[src/rtl/config_word_serializer.sv]
// Serializes host config words MSB-first into the CGRA scan chain; word_ready depends on state only.
// Optional CRC-16-CCITT check of the shifted stream under `CONFIG_SERIALIZER_CRC_EN.
module config_word_serializer #(
  parameter int WORD_W     = 32,
  parameter int TOTAL_BITS = 1024,
  parameter int CNT_W      = $clog2(TOTAL_BITS + 1)
) (
  input  logic              clock,
  input  logic              reset_n,
  input  logic              start,
  input  logic [WORD_W-1:0] word_data,
  input  logic              word_valid,
  output logic              word_ready,
  output logic              config_bit,
  output logic              config_clock_en,
  output logic              config_reset,
  output logic              busy,
  output logic              done
`ifdef CONFIG_SERIALIZER_CRC_EN
  ,
  input  logic [15:0]       expected_crc,
  output logic              crc_err
`endif
);

  localparam int WB_W  = $clog2(WORD_W + 1);
  localparam int CMP_W = (CNT_W > WB_W) ? CNT_W : WB_W;

  typedef enum logic [2:0] {
    S_IDLE,
    S_CHAIN_RST,
    S_LOAD,
    S_SHIFT,
    S_DONE
  } state_t;

  state_t            r_state;
  state_t            w_next;
  logic [WORD_W-1:0] r_sreg;
  logic [CNT_W-1:0]  r_bits_left;
  logic [WB_W-1:0]   r_word_bits;
  logic              w_accept;
  logic              w_start_ok;
  logic              w_last_word;
  logic [WB_W-1:0]   w_load_bits;

  assign w_accept    = (r_state == S_LOAD) && word_valid;
  assign w_start_ok  = start && ((r_state == S_IDLE) || (r_state == S_DONE));
  // A short final word only shifts its upper bits_left MSBs.
  assign w_last_word = CMP_W'(r_bits_left) < CMP_W'(WORD_W);
  assign w_load_bits = w_last_word ? WB_W'(r_bits_left) : WB_W'(WORD_W);

  always_ff @(posedge clock or negedge reset_n) begin
    if (!reset_n) begin
      r_state <= S_IDLE;
    end else begin
      r_state <= w_next;
    end
  end

  always_comb begin
    w_next          = r_state;
    word_ready      = 1'b0;
    config_bit      = 1'b0;
    config_clock_en = 1'b0;
    config_reset    = 1'b0;
    busy            = 1'b0;
    done            = 1'b0;
    case (r_state)
      S_IDLE: begin
        if (start) w_next = S_CHAIN_RST;
      end
      S_DONE: begin
        done = 1'b1;
        if (start) w_next = S_CHAIN_RST;
      end
      S_CHAIN_RST: begin
        config_reset = 1'b1;
        busy         = 1'b1;
        w_next       = S_LOAD;
      end
      S_LOAD: begin
        word_ready = 1'b1;
        busy       = 1'b1;
        if (word_valid) w_next = S_SHIFT;
      end
      S_SHIFT: begin
        busy            = 1'b1;
        config_clock_en = 1'b1;
        config_bit      = r_sreg[WORD_W-1];
        if (r_word_bits == WB_W'(1)) begin
          w_next = (r_bits_left == CNT_W'(1)) ? S_DONE : S_LOAD;
        end
      end
      default: w_next = S_IDLE;
    endcase
  end

  always_ff @(posedge clock or negedge reset_n) begin
    if (!reset_n) begin
      r_sreg      <= '0;
      r_bits_left <= '0;
      r_word_bits <= '0;
    end else if (w_start_ok) begin
      r_bits_left <= CNT_W'(TOTAL_BITS);
    end else if (w_accept) begin
      r_sreg      <= word_data;
      r_word_bits <= w_load_bits;
    end else if (r_state == S_SHIFT) begin
      r_sreg      <= {r_sreg[WORD_W-2:0], 1'b0};
      r_word_bits <= r_word_bits - WB_W'(1);
      r_bits_left <= r_bits_left - CNT_W'(1);
    end
  end

`ifdef CONFIG_SERIALIZER_CRC_EN
  logic [15:0] r_crc;
  logic [15:0] w_crc_next;
  logic        w_fb;

  assign w_fb       = r_crc[15] ^ r_sreg[WORD_W-1];
  assign w_crc_next = {r_crc[14:0], 1'b0} ^ (w_fb ? 16'h1021 : 16'h0000);

  // The verdict folds in the last bit, which is still being shifted on the DONE-entry edge.
  always_ff @(posedge clock or negedge reset_n) begin
    if (!reset_n) begin
      r_crc   <= 16'hFFFF;
      crc_err <= 1'b0;
    end else begin
      if (r_state == S_CHAIN_RST) begin
        r_crc <= 16'hFFFF;
      end else if (r_state == S_SHIFT) begin
        r_crc <= w_crc_next;
      end
      if (w_start_ok) begin
        crc_err <= 1'b0;
      end else if ((r_state == S_SHIFT) && (w_next == S_DONE)) begin
        crc_err <= (w_crc_next != expected_crc);
      end
    end
  end
`endif

endmodule

[config.mk]
export PLATFORM = sky130hd
export DESIGN_NAME = config_word_serializer
export DESIGN_NICKNAME = d
export VERILOG_FILES = /design/src/rtl/config_word_serializer.sv
export SDC_FILE = /design/constraint.sdc
export NUM_CORES = 1
export LEC_CHECK = 0
export BUFFER_PORTS_ARGS = -buffer_cell sky130_fd_sc_hd__buf_2
export CAP_MARGIN = 15
export CORE_ASPECT_RATIO = 0.75
export CORE_UTILIZATION = 56
export DETAILED_ROUTE_END_ITERATION = 8
export GPL_ROUTABILITY_DRIVEN = 0
export PLACE_DENSITY_LB_ADDON = 0.08
export SYNTH_ARGS = -nofsm -noshare
export SYNTH_HDL_FRONTEND = slang
export SYNTH_SLANG_ARGS = --single-unit
[constraint.sdc]
create_clock -name clock -period 2.2 [get_ports clock]
set_input_delay 0.11 -clock clock [delete_from_list [all_inputs] [get_ports clock]]
set_output_delay 0.11 -clock clock [all_outputs]
set_load 0.02 [all_outputs]
==> metrics <==
GRT overflow 0; Worst-Skew Late Latency 300 ps; Die Width 82.2 um; clk buf depth 2; Cell variety after synth 39; Max Freq 497 MHz; vias per inst 5.40; critical path depth 5; post-layout power 3.85 mW; pwr/cell area 1280 nW/um^2; Pins Over Slew Limit 0; slowest CP cell dfrtp_1; TritonCTS Sinks 52; Post-Route WL 5.05 mm; Mean Syn Cell Area 9.85 sq um; CP delay by family, top buffers and inverters; Starting Density 59.4%; crit path launch type flop; arrival time worst endpoint 1900 ps; Die Area 5100 sq um; YS warnings 0; Core ar. 4550 sq um; Inserted Diodes 0; cell area after synthesis 2700 sq um; H-tree Lvls 2; Vias 1989; Post-CTS Resized 0; CTS tree done; number of routed nets with antenna violations 0; first-pass GRT wire length 8.20 mm; most frequent cells in the layout dfrtp_1 (52), buf_2 (41), nand2_1 (39); proportion of layout cells with a drive suffix above 1 20.6%; Setup TNS 0 ps; Port Buffer Count 41; sequential fraction of the synthesis area 48.2%; drt first pass iters 4; Post-synth EDFFs 0; ys flop type dfrtp_1; dpl hpwl 3.60 mm; crit path capture type output port; Reg clk slew, reported paths 90 ps; max_cap viols 0; status complete, no violations; unrepaired setup endpoints after global routing no; I/O pin count 42; initial antenna violation count 0; critical path cell sequence nand3b_4 -> inv_2 -> buf_4 -> and2_1 -> buf_2; Filler Cells Inserted 402; #FFs+latches synth 52; worst path bufs/invs 3; HP Start word_data[20]; Final Cycle Share 91.5%; RR Startpoint r_state[2]$_DFFE_PN0P_; gr usage total 20.9%; ys async rst share 100%; slew at the pin with the worst max-slew slack 636 ps; routed len/inst 13.7 um; Final Hold Vio Count 0; CP required 2090 ps; worst setup path startpoint r_state[2]$_DFFE_PN0P_; shortest period the worst path allows 2010 ps; commonest non-fill, non-tap cell in the layout dfrtp_1; Crit Path Max Fanout 26; Area Overhead vs Synth 11.6%; Max VDD drop 0.688 mV; final net count 351; Worst Hold Class input port to flop; Cells after Synth 274; Pleak 1.38 nW; kind of critical path flop to output port; R2R depth 5; drt first-iter violations 111; CTS Buf Count 5; Clock Skew 3.19 ps; CP peak stage delay 470 ps; syn_nets 314; vias in the first global route 1824; CTS root buffer clkbuf_8; largest net degree at the start of global routing 53; # setup viols final 0; remaining routing DRC violations 0; hold depth 3; die extent in y 62.1 um; Row Count 21; Worst slew margin 57.6%
==> cell usage after synthesis (all sizes together), types with 2 or more instances <==
cell type,instances,share of area [%]
nor4,2,0.93
dfrtp,52,48
mux2i,31,11
o21ai,34,6.3
mux2,2,0.83
nor3,5,1.1
nand3,3,0.56
inv,7,0.97
nor2,28,3.9
a21oi,12,2.2
clkbuf,6,0.83
buf,11,3.1
nor3b,2,0.74
nand2b,3,0.70
xor2,9,2.9
and2,3,0.70
a41o,2,0.74
a31oi,2,0.46
nor4bb,2,0.74
nand4,5,1.2
ha,4,1.9
nand2,39,5.4
==> sequential cells by signal, summed over array words and instances (netlist names) <==
name and flops:
r_sreg 32, r_bits_left 11, r_word_bits 6, r_state 3
==> stage by stage <==
step	instances	hold WS (ps)	utilization (%)	cell area (sq um)	worst slack, ps
after floorplan	274	-186	-	2700	654
after global placement	360	266	63.9	2910	533
after detailed placement	360	262	63.9	2910	492
after CTS	368	0.644	66.3	3010	189
after global routing	368	15.9	66.3	3010	71.3
final	368	10.0	66.3	3010	187
==> layer usage <==
| metal | up-vias | share of wire (%) | global-route usage (%) |
|---|---|---|---|
| met5 | - | 0 | 0 |
| met2 | 34 | 44 | 30.7 |
| met4 | 0 | 0.75 | 5.70 |
| met3 | 4 | 3.1 | 4.41 |
| li1 | 1019 | - | - |
| met1 | 932 | 53 | 31.1 |
==> kinds of logic after synthesis <==
group	synth area share, %
AO/OA/AOI/OAI	11.6
XOR/XNOR	2.92
buffers and inverters	4.91
multiplexers	12.3
adder cells (fa/ha/maj)	1.85
flip-flops	48.2
AND/OR/NAND/NOR	18.1
==> worst paths after layout <==
| path | endpoint | slack (ps) |
|---|---|---|
| max | config_bit | 190 |
| min | r_sreg[20]$_DFFE_PN0P_ | 10 |
| max reg2reg | r_sreg[25]$_DFFE_PN0P_ | 470 |
| min reg2reg | r_word_bits[1]$_DFFE_PN0P_ | 530 |
| max in group asynchronous | r_bits_left[2]$_DFFE_PN0P_ | 1330 |
| min in group asynchronous | r_word_bits[4]$_DFFE_PN0P_ | 430 |
==> where the power goes <==
group / internal (mW) / switching [mW]
logic: 0.705 / 0.851
registers: 1.37 / 0.351
clock network: 0.281 / 0.293
total: 2.35 / 1.50
==> layout make-up <==
| cell class | count | area [sq um] | share of cell area, % |
|---|---|---|---|
| Tap cell | 57 | 71.3 | 2.37 |
| Timing Repair Buffer | 47 | 253 | 8.39 |
| Sequential cell | 52 | 1300 | 43.2 |
| Clock buffer | 7 | 96.3 | 3.20 |
| Multi-Input combinational cell | 198 | 1260 | 42.0 |
| Inverter | 7 | 26.3 | 0.872 |
==> tightest hold or removal path, delay by kind of cell <==
| family | cells | cell delay, ps |
|---|---|---|
| simple gates | 1 | 30 |
| compound gates | 1 | 60 |
| buf+inv | 1 | 70 |
==> repair_timing <==
item | in CTS | in global routing
hold buffers | 1 | 0
buffers inserted | 0 | 0
endpoints found under the hold margin | 52 | 0
No activity file was read; power rests on OpenSTA's default activity.
